$ cat src/rtl/microwave_timer_ctrl.sv
// ---------------------------------------------------------------------------
// microwave_timer_ctrl
//
// Microwave oven controller. It runs a countdown cook timer in ticks of
// TICK_DIV clock cycles, drives the magnetron with a power-level duty cycle,
// rings a bell of bounded length when cooking ends, and supports pausing and
// resuming when the door is opened mid-cook.
//
// States: CLOSED (idle, door shut), COOK, PAUSE (door opened mid-cook),
//         BELL (cook finished), OPEN (door open, no cook pending).
//
// Ports:
//   clk        in   1       clock, rising edge
//   nrst       in   1       asynchronous active-low reset
//   door       in   1       1 = door open
//   start      in   1       start/resume key (level)
//   cancel     in   1       cancel key (level)
//   time_in    in   TIME_W  cook time in ticks, taken on start in CLOSED
//   power      in   PWR_W   heat-on cycles per PWM period, taken with time_in
//   heat       out  1       magnetron enable
//   light      out  1       lamp
//   bell       out  1       buzzer
//   remaining  out  TIME_W  ticks left
//
// All outputs come from flops. They are decoded from the next state and the
// next counter values, so each output matches the registered state it sits
// beside, and no input reaches an output combinationally.
// ---------------------------------------------------------------------------
module microwave_timer_ctrl #(
  parameter int TIME_W      = 8,
  parameter int TICK_DIV    = 4,
  parameter int PWM_PERIOD  = 4,
  parameter int PWR_W       = $clog2(PWM_PERIOD + 1),
  parameter int BELL_CYCLES = 3,
  parameter int AUTO_RESUME = 1
) (
  input  logic              clk,
  input  logic              nrst,
  input  logic              door,
  input  logic              start,
  input  logic              cancel,
  input  logic [TIME_W-1:0] time_in,
  input  logic [PWR_W-1:0]  power,
  output logic              heat,
  output logic              light,
  output logic              bell,
  output logic [TIME_W-1:0] remaining
);

  // Counter widths are kept at least 1 bit wide, so TICK_DIV=1 or
  // BELL_CYCLES<=1 still elaborate.
  localparam int PRE_W  = (TICK_DIV > 1) ? $clog2(TICK_DIV) : 1;
  localparam int BELL_W = (BELL_CYCLES > 1) ? $clog2(BELL_CYCLES) : 1;

  localparam logic [PRE_W-1:0]  PRE_LAST  = PRE_W'(TICK_DIV - 1);
  localparam logic [PRE_W-1:0]  PRE_ONE   = PRE_W'(1);
  localparam logic [PWR_W-1:0]  PWM_LAST  = PWR_W'(PWM_PERIOD - 1);
  localparam logic [PWR_W-1:0]  PWM_ONE   = PWR_W'(1);
  localparam logic [BELL_W-1:0] BELL_LAST = BELL_W'((BELL_CYCLES > 0) ? BELL_CYCLES - 1 : 0);
  localparam logic [BELL_W-1:0] BELL_ONE  = BELL_W'(1);
  localparam logic [TIME_W-1:0] REM_ONE   = TIME_W'(1);

  typedef enum logic [2:0] {
    ST_CLOSED = 3'd0,
    ST_COOK   = 3'd1,
    ST_PAUSE  = 3'd2,
    ST_BELL   = 3'd3,
    ST_OPEN   = 3'd4
  } state_t;

  state_t              state_q,    state_d;
  logic [TIME_W-1:0]   rem_q,      rem_d;
  logic [PRE_W-1:0]    pre_cnt_q,  pre_cnt_d;
  logic [PWR_W-1:0]    pwm_cnt_q,  pwm_cnt_d;
  logic [BELL_W-1:0]   bell_cnt_q, bell_cnt_d;
  logic [PWR_W-1:0]    power_q,    power_d;
  logic                heat_q,     heat_d;
  logic                light_q,    light_d;
  logic                bell_q,     bell_d;
  logic                tick_s;

  // State, counter and output registers with asynchronous reset
  always_ff @(posedge clk or negedge nrst) begin
    if (!nrst) begin
      state_q    <= ST_CLOSED;
      rem_q      <= '0;
      pre_cnt_q  <= '0;
      pwm_cnt_q  <= '0;
      bell_cnt_q <= '0;
      power_q    <= '0;
      heat_q     <= 1'b0;
      light_q    <= 1'b0;
      bell_q     <= 1'b0;
    end else begin
      state_q    <= state_d;
      rem_q      <= rem_d;
      pre_cnt_q  <= pre_cnt_d;
      pwm_cnt_q  <= pwm_cnt_d;
      bell_cnt_q <= bell_cnt_d;
      power_q    <= power_d;
      heat_q     <= heat_d;
      light_q    <= light_d;
      bell_q     <= bell_d;
    end
  end

  assign tick_s = (pre_cnt_q == PRE_LAST);

  // Next-state and counter update logic
  always_comb begin
    state_d    = state_q;
    rem_d      = rem_q;
    pre_cnt_d  = pre_cnt_q;
    pwm_cnt_d  = pwm_cnt_q;
    bell_cnt_d = bell_cnt_q;
    power_d    = power_q;

    case (state_q)
      ST_CLOSED: begin
        if (door) begin
          state_d = ST_OPEN;
        end else if (start && (time_in != '0)) begin
          // A zero cook time is treated as no request at all.
          state_d   = ST_COOK;
          rem_d     = time_in;
          power_d   = power;
          pre_cnt_d = '0;
          pwm_cnt_d = '0;
        end else begin
          state_d = ST_CLOSED;
        end
      end

      ST_COOK: begin
        if (door) begin
          // Every counter freezes, so a resume continues mid-tick and mid-period.
          state_d = ST_PAUSE;
        end else if (cancel) begin
          state_d = ST_CLOSED;
          rem_d   = '0;
        end else begin
          pre_cnt_d = tick_s ? '0 : (pre_cnt_q + PRE_ONE);
          pwm_cnt_d = (pwm_cnt_q == PWM_LAST) ? '0 : (pwm_cnt_q + PWM_ONE);
          if (tick_s) begin
            if (rem_q == REM_ONE) begin
              state_d    = ST_BELL;
              rem_d      = '0;
              bell_cnt_d = '0;
            end else begin
              rem_d = rem_q - REM_ONE;
            end
          end else begin
            rem_d = rem_q;
          end
        end
      end

      ST_PAUSE: begin
        if (door) begin
          if (cancel) begin
            state_d = ST_OPEN;
            rem_d   = '0;
          end else begin
            state_d = ST_PAUSE;
          end
        end else if ((AUTO_RESUME != 0) || start) begin
          state_d = ST_COOK;
        end else if (cancel) begin
          state_d = ST_CLOSED;
          rem_d   = '0;
        end else begin
          state_d = ST_PAUSE;
        end
      end

      ST_BELL: begin
        if (door) begin
          state_d = ST_OPEN;
        end else if (cancel) begin
          state_d = ST_CLOSED;
        end else if ((BELL_CYCLES != 0) && (bell_cnt_q == BELL_LAST)) begin
          state_d = ST_CLOSED;
        end else begin
          // With BELL_CYCLES == 0 the count just wraps and the bell keeps ringing.
          bell_cnt_d = bell_cnt_q + BELL_ONE;
        end
      end

      ST_OPEN: begin
        if (!door) begin
          state_d = ST_CLOSED;
        end else begin
          state_d = ST_OPEN;
        end
      end

      default: begin
        state_d = ST_CLOSED;
        rem_d   = '0;
      end
    endcase
  end

  // Output decode from the next registered state and counters
  always_comb begin
    heat_d  = 1'b0;
    light_d = 1'b0;
    bell_d  = 1'b0;
    case (state_d)
      ST_COOK: begin
        heat_d  = (pwm_cnt_d < power_d);
        light_d = 1'b1;
      end
      ST_PAUSE: begin
        light_d = 1'b1;
      end
      ST_OPEN: begin
        light_d = 1'b1;
      end
      ST_BELL: begin
        bell_d = 1'b1;
      end
      default: begin
        heat_d  = 1'b0;
        light_d = 1'b0;
        bell_d  = 1'b0;
      end
    endcase
  end

  assign heat      = heat_q;
  assign light     = light_q;
  assign bell      = bell_q;
  assign remaining = rem_q;

endmodule
$ cat config.mk
export PLATFORM = sky130hd
export DESIGN_NAME = microwave_timer_ctrl
export DESIGN_NICKNAME = d
export VERILOG_FILES = /design/src/rtl/microwave_timer_ctrl.sv
export SDC_FILE = /design/constraint.sdc
export NUM_CORES = 1
export LEC_CHECK = 0
export CAP_MARGIN = 40
export CORE_MARGIN = 5
export CORE_UTILIZATION = 54
export CTS_BUF_LIST = sky130_fd_sc_hd__clkbuf_2
export CTS_CLUSTER_SIZE = 40
export DETAILED_ROUTE_END_ITERATION = 12
export GPL_TIMING_DRIVEN = 0
export PLACE_DENSITY = 0.82
export SLEW_MARGIN = 40
export SYNTH_ARGS = -nofsm -noshare
export SYNTH_HDL_FRONTEND = slang
export SYNTH_SLANG_ARGS = --single-unit
$ cat constraint.sdc
create_clock -name clk -period 3.1 [get_ports clk]
set_clock_uncertainty 0.2 [all_clocks]
set_input_delay 0.465 -clock clk [delete_from_list [all_inputs] [get_ports clk]]
set_output_delay 0.465 -clock clk [all_outputs]
set_load 0.02 [all_outputs]
==> flow_summary_export.csv, run 1 <==
group,metric,value,unit
global_route,grt_pass1_wl,6.120,mm
yosys,ys_warn_count,0,
yosys,synth_area,1491,µm²
yosys,netlist_top_cells_count,"dfrtp_1, nor2_1, o21ai_0, nand2_1, inv_1",
timing,setup_violations,0,
detailed_routing,vias,1303,
setup_path,crit_path_max_incr_delay,530,ps
floorplan,io_pins,27,
setup_path,cp.arrival,2970,ps
timing,slew_viol_final,0,
clock_network,numCtsBuffers,3,
floorplan,die-area,3913,µm²
setup_path,slowest_stage,"nor3_2",
power_and_ir_drop,p_sw,0.3821,mW
final_layout,multi_input_area,834.6,µm²
clock_network,clk-insertion-delay-late,350,ps
min_path,hold_path_class,"flip-flop to flip-flop",
placement,numPortBuffers,25,
placement,gp_congestion,0.8901,
detailed_routing,drc_errors,0,
detailed_routing,drt_iter0_markers,81,
yosys,synth.ff_latch_count,24,
power_and_ir_drop,p_leak,0.7993,nW
global_route,grt_max_degree,25,
timing,slew_headroom,53.75,%
yosys,ys_async_sr_fraction,100.0,%
power_and_ir_drop,clkPwrFrac,20.0,%
global_route,gr-total-overflow,0,
global_route,grt_antenna_before_repair,0,
yosys,seq_area_frac_synth,40.27,%
setup_path,path_max_fanout,10,
placement,dpl_cell_area,1775,µm²
clock_network,cts_tree,"yes",
job,cap_viol_max_count,0,
setup_path,cp_cell_sequence,"buf_2, nor3_2, nand3_1, nand4b_1, a32o_1, ha_1, inv_1, o21bai_1, a211oi_1, o211a_1",
final_layout,layout-drive-gt1-share,12.43,%
floorplan,initial_utilization,55.03,%
power_and_ir_drop,p_sw_share,36.39,%
floorplan,num_rows,19,
setup_path,critPathCaptureType,"flip-flop",
placement,dpl.hpwl,2.630,mm
power_and_ir_drop,powerDensity,573.7,nW/µm²
yosys,yosysTopAreaCell,"dfrtp_1",
timing,rsz0062_at_grt,"no",
floorplan,core_area,2710,µm²
clock_network,clock_sinks,24,
detailed_routing,ant_nets,0,
detailed_routing,first_pass_iters,4,
clock_network,path_clk_slew,240,ps
detailed_routing,routed_wl,3.448,mm
timing,fin_crit,2854,ps
detailed_routing,via_per_inst,6.032,
yosys,syn_avg_cell_area,9.622,µm²
floorplan,die_h,62.56,µm
final_layout,seq_area,600.6,µm²
detailed_routing,wire_per_inst,15.96,µm
timing,fin_setup_tns,0,ps
power_and_ir_drop,peakVddDrop,0.5083,mV
clock_network,cts_max_level,1,
final_layout,final.fill_count,217,
final_layout,area_growth,22.74,%
yosys,yosysUniqueCellTypes,50,
power_and_ir_drop,combPwrFrac,39.8,%
status,run_status,"finished, final reports clean",
power_and_ir_drop,power.internal,0.6680,mW
clock_network,cts_root_buf,"clkbuf_2",
power_and_ir_drop,seqPwrFrac,40.1,%
global_route,track_usage,18.76,%
clock_network,clk_path_buf_depth,2,
final_layout,diodes,0,
setup_path,worstPathRequired,3220,ps
timing,finalHoldViolCount,0,
yosys,synth_edf_count,0,
setup_path,crit_path_start_kind,"flip-flop",
yosys,yosysTopAreaCellShare,40.27,%
timing,max_freq,0.3504,GHz
final_layout,fin_nets,209,
yosys,synth_nets,178,
yosys,synth_top_flop_cell,"dfrtp_1",
clock_network,cts-resized-gates,0,
timing,worstMarginPinSlew,693.8,ps
setup_path,critical_path_class,"flip-flop to flip-flop",
yosys,synth_area_leaders,"dfrtp_1, ha_1, o21ai_0, nor2_1, nand2_1",
global_route,grt_pass1_vias,1388,
floorplan,die_width,62.56,µm
timing,fin_crit_sh,92.06,%
final_layout,final_design_area_no_fill,1831,µm²
yosys,synthCells,155,
yosys,synth.most_common_cell,"dfrtp_1",
critical path, delay by kind of cell (launching register included):
kind,cells,cell delay [ps]
buffers and inverters,2,250
AND/OR/NAND/NOR,3,960
AO/OA/AOI/OAI,4,690
flip-flops,1,460
adder cells (fa/ha/maj),1,250
metal layers:
metal | vias up | wire, µm | GRT usage, %
li1 | 625 | - | -
met1 | 637 | 1448 | 22.10
met2 | 37 | 1823 | 33.42
met3 | 4 | 154 | 4.137
met4 | 0 | 22 | 6.101
met5 | - | 0 | 0
final timing paths:
path	cells after the start	start	to	slack, ps
min	1	bell_cnt_q[1]	bell_cnt_q[1]	320
min reg2reg	1	bell_cnt_q[1]	bell_cnt_q[1]	320
max	10	state_q[1]	heat	250
max reg2reg	10	state_q[1]	heat	250
max in group asynchronous	2	nrst	state_q[2]	1960
min in group asynchronous	2	nrst	remaining[3]	390
kinds of logic (layout without fill, tap and decap cells):
group,after synthesis,in the layout,synth area share (%)
AO/OA/AOI/OAI,48,48,22.48
flip-flops,24,24,40.27
buffers and inverters,14,44,3.775
AND/OR/NAND/NOR,56,56,22.90
adder cells (fa/ha/maj),7,7,5.872
multiplexers,6,6,4.698
metrics by stage:
| stage | util (%) | setup slack, ps | hold WS [ps] | total power [mW] | std cells |
|---|---|---|---|---|---|
| after floorplan | - | 672.5 | -30.59 | 0.6917 | 155 |
| after global placement | 65.70 | 50.26 | 269.6 | 0.8254 | 211 |
| after detailed placement | 65.51 | -51.26 | 285.9 | 0.8418 | 211 |
| after CTS | 67.54 | 265.5 | 334.3 | 1.053 | 216 |
| after global routing | 67.54 | 34.82 | 360.4 | 1.124 | 216 |
| final | 67.54 | 246.1 | 322.3 | 1.050 | 216 |
sequential cells by signal, summed over array words and instances (netlist names):
signal / cells
remaining: 8
pwm_cnt_q: 3
bell_cnt_q: 2
heat: 1
power_q: 3
state_q: 3
light: 1
bell: 1
pre_cnt_q: 2
cell type report:
| class | count | share of cell area (%) |
|---|---|---|
| Inverter | 10 | 2.051 |
| Multi-Input combinational cell | 117 | 45.59 |
| Timing Repair Buffer | 26 | 13.94 |
| Clock buffer | 3 | 0.8202 |
| Clock inverter | 1 | 1.640 |
| Sequential cell | 24 | 32.81 |
| Buffer | 4 | 1.025 |
| Tap cell | 31 | 2.119 |
power by group through the flow:
stage,sequential (mW),clock (mW),combinational (mW)
CTS,0.421,0.214,0.418
global route,0.431,0.232,0.460
finish,0.422,0.210,0.418
global placement,0.422,0,0.403
floorplan,0.447,0,0.245
detailed placement,0.427,0,0.415
layout by cell type, fill, tap and decap left out, types with 2 or more instances in the layout:
master / n
mux2_1: 2
a21o_1: 2
nor3b_1: 3
clkbuf_2: 3
o22ai_1: 2
nand2b_1: 4
nor2_1: 15
nand2_1: 12
o21ai_0: 15
a32oi_1: 4
mux2_2: 2
o21bai_1: 2
dfrtp_1: 24
nor2b_1: 3
nand4b_1: 2
nor4_2: 2
clkdlybuf4s50_1: 24
buf_2: 4
a21oi_1: 8
nand3_1: 2
a22oi_1: 2
inv_1: 10
ha_1: 7
timing repair:
| item | 4_1_cts | 5_1_grt |
|---|---|---|
| hold buffers | 1 | 0 |
| setup buffers | 0 | 0 |
| endpoints found under the hold margin | 24 | 0 |
(Power assumes the default switching activity.)
==> inputs of run 2 (changes only) <==
Settings changed: CTS_CLUSTER_SIZE 40 to 28.
Clock period 3.1 ns to 3.2 ns, I/O delays scaled along.
==> results of run 2 <==
The final DEF is identical to that of run 1. Status: finished, final reports clean.
Main changes from that run: setup slack after placement -51.26 ps -> 33.74 ps; setup slack after layout 246.1 ps -> 346.1 ps; register-to-register setup slack 250 ps -> 350 ps; total power 1.050 mW -> 1.017 mW; worst IR drop on VDD 0.5083 mV -> 0.4925 mV
==> inputs of run 3 (changes only) <==
Settings changed: ABC_AREA from default to 1, PLACE_DENSITY 0.82 to 0.81.
==> run 3 against run 2 <==
Against the previous run: register-to-register slack improved by 480 ps; clock-buffer cell count unchanged; critical endpoint unchanged; highest routed layer unchanged; sequential power increased by 2%; cell count increased by 21%.
==> flow_summary_export.csv, run 3 <==
group,metric,value,unit
status,run_status,"finished, final reports clean",
timing,slew_viol_final,0,
clock_network,post-cts-setup-buffers,0,
floorplan,die-area,4018,µm²
detailed_routing,wire_per_inst,13.37,µm
setup_path,crit_end,"heat",
floorplan,die_h,63.39,µm
setup_path,worst-path-buf-inv,3,
yosys,synth.ff_latch_count,24,
yosys,synth_top_flop_cell,"dfrtp_1",
setup_path,path_max_fanout,7,
floorplan,die_width,63.39,µm
yosys,yosysTopAreaCellShare,39.02,%
yosys,synth_edf_count,0,
detailed_routing,via_per_inst,5.433,
floorplan,num_rows,19,
setup_path,crit_start,"cancel",
yosys,ys_warn_count,0,
timing,finalHoldViolCount,0,
timing,setup_violations,0,
floorplan,io_pins,27,
yosys,synth_area,1539,µm²
clock_network,cts_max_level,1,
timing,fin_ws,647.5,ps
global_route,grt_antenna_before_repair,0,
yosys,ys_async_sr_fraction,100.0,%
final_layout,layout_commonest_cell,"nand2_1",
clock_network,clk_path_buf_depth,2,
clock_network,clock_sinks,24,
power_and_ir_drop,p_leak,0.9549,nW
min_path,hold_path_class,"flip-flop to flip-flop",
yosys,yosys.area_share.simple,32.60,%
power_and_ir_drop,powerDensity,585.3,nW/µm²
timing,max_freq,0.3918,GHz
yosys,seq_area_frac_synth,39.02,%
placement,dpl.hpwl,2.736,mm
clock_network,path_clk_slew,250,ps
yosys,synthAdderAreaFrac,5.691,%
yosys,synthMuxAreaShare,0,%
setup_path,crit-reg2reg-capture,"heat",
yosys,synth_xor_area_share,2.276,%
timing,slew_headroom,63.43,%
final_layout,diodes,0,
setup_path,crit_path_start_kind,"input port",
setup_path,cp.arrival,2670,ps
placement,pre_cts_slack,272.8,ps
detailed_routing,drt_iter0_markers,76,
yosys,yosysTopAreaCell,"dfrtp_1",
final_layout,layout_common_cells,"nand2_1, clkdlybuf4s50_1, nor2_1, inv_1, dfrtp_1",
global_route,gr-total-overflow,0,
yosys,synth_top_family_by_area,"simple AND/OR/NAND/NOR gates",
setup_path,cp_cell_sequence,"clkdlybuf4s50_1, nor2_1, o211ai_1, inv_1, nand2_2, o21ai_0, inv_1, ha_1, a21oi_1, nand2_1, nor2_1, nand2_1, a21oi_1",
timing,fin_crit_sh,79.77,%
clock_network,clk-insertion-delay-late,360,ps
yosys,synthCells,199,
yosys,synth_nets,222,
final_layout,fin_nets,254,
clock_network,cts_tree,"yes",
setup_path,crit-reg2reg-launch,"state_q[0]",
global_route,grt_pass1_vias,1383,
timing,worstMarginPinSlew,548.5,ps
placement,gp_congestion,0.8786,
detailed_routing,routed_wl,3.489,mm
setup_path,crit_path_max_incr_delay,530,ps
yosys,netlist_top_cells_count,"nand2_1, dfrtp_1, inv_1, nor2_1, nand3_1",
detailed_routing,drc_errors,0,
setup_path,critPathCaptureType,"flip-flop",
setup_path,crit_cells,13,
clock_network,numCtsBuffers,3,
placement,numPortBuffers,26,
floorplan,initial_utilization,56.29,%
timing,fin_crit,2552,ps
clock_network,cts_root_buf,"clkbuf_2",
setup_path,slowest_stage,"clkdlybuf4s50_1",
yosys,synth.most_common_cell,"nand2_1",
final_layout,largest_reg_flops,8,
job,cap_viol_max_count,0,
detailed_routing,first_pass_iters,4,
yosys,synth_compound_area_share,11.87,%
power_and_ir_drop,peakVddDrop,0.4868,mV
setup_path,rrSetupSlack,830,ps
detailed_routing,ant_nets,0,
yosys,yosysUniqueCellTypes,27,
global_route,track_usage,18.62,%
yosys,syn_avg_cell_area,7.734,µm²
setup_path,r2r_cells,12,
final_layout,layout-drive-gt1-share,17.83,%
global_route,grt_max_degree,25,
setup_path,critPathTopFamily,"buffers and inverters",
detailed_routing,vias,1418,
floorplan,core_area,2734,µm²
global_route,grt_pass1_wl,6.154,mm
setup_path,critical_path_class,"input port to flip-flop",
timing,rsz0062_at_grt,"no",
timing,fin_setup_tns,0,ps
setup_path,worstPathRequired,3310,ps
yosys,synth_area_leaders,"dfrtp_1, nand2_1, inv_1, nor2_1, ha_1",
final_layout,area_growth,22.68,%
==> run 3: per-layer routing <==
layer  share of wire [%]  GRT usage [%]  up-vias  wire (µm)
li1                    -              -      696          -
met1                  44          24.86      666       1524
met2                  50          30.96       48       1742
met3                 4.9          3.020        8        172
met4                 1.4          5.195        0         50
met5                   0              0        -          0
==> run 3: cells by family (layout without fill, tap and decap cells) <==
kind of cell	after synthesis	after routing
DFF	24	24
xor gates and xnor gates	4	4
adders and majority gates	7	7
AOI/OAI and AO/OA	30	30
and+or+nand+nor	103	103
buffers and inverters	31	62
==> run 3: worst min-delay path by stage <==
stage	slack, ps	cells past startpoint	endpoint	start
after floorplan	-20	0	bell	nrst
after global placement	260	2	power_q[0]	power_q[0]
after detailed placement	270	2	power_q[0]	power_q[0]
after CTS	320	2	power_q[0]	power_q[0]
after global routing	340	2	power_q[0]	power_q[0]
final	320	2	power_q[2]	power_q[2]
==> run 3: area by class of cell <==
type / instances / area [µm²]
plain buffers: 1 / 11.26
well taps: 31 / 38.79
multi-input cells: 144 / 807.0
repair buffers: 27 / 265.3
fillers: 229 / 845.8
inverters: 30 / 120.1
flip-flops and latches: 24 / 600.6
clock buffers: 3 / 15.01
clock inverters: 1 / 30.03
==> run 3: timing repair <==
action / CTS / global route
hold endpoints to repair: 24 / 0
hold buffers: 1 / 0
gates resized for setup: 0 / 0
==> run 3: metrics by stage <==
| stage | cells | hold slack, ps | cell area [µm²] | power (mW) | util [%] |
|---|---|---|---|---|---|
| 4_1_cts | 261 | 318.7 | 1888 | 1.111 | 69.06 |
| 5_1_grt | 261 | 340.7 | 1888 | 1.193 | 69.06 |
| 2_1_floorplan | 199 | -15.59 | 1539 | 0.7285 | - |
| 6_report | 261 | 318.7 | 1888 | 1.105 | 69.06 |
| 3_3_place_gp | 256 | 260.4 | 1838 | 0.8780 | 67.23 |
| 3_5_place_dp | 256 | 268.5 | 1833 | 0.9017 | 67.05 |
==> run 3: worst min-delay path, cell delays in order (launching register included) <==
cell,delay [ps]
dfrtp_1,400
o21ai_2,70
inv_1,50
==> run 3: power by group <==
part | internal [mW] | switching, mW | leakage, nW | total [mW]
sequential | 0.358 | 0.0566 | 0.314 | 0.415
combinational | 0.203 | 0.281 | 0.614 | 0.485
clock | 0.108 | 0.0981 | 0.0266 | 0.206
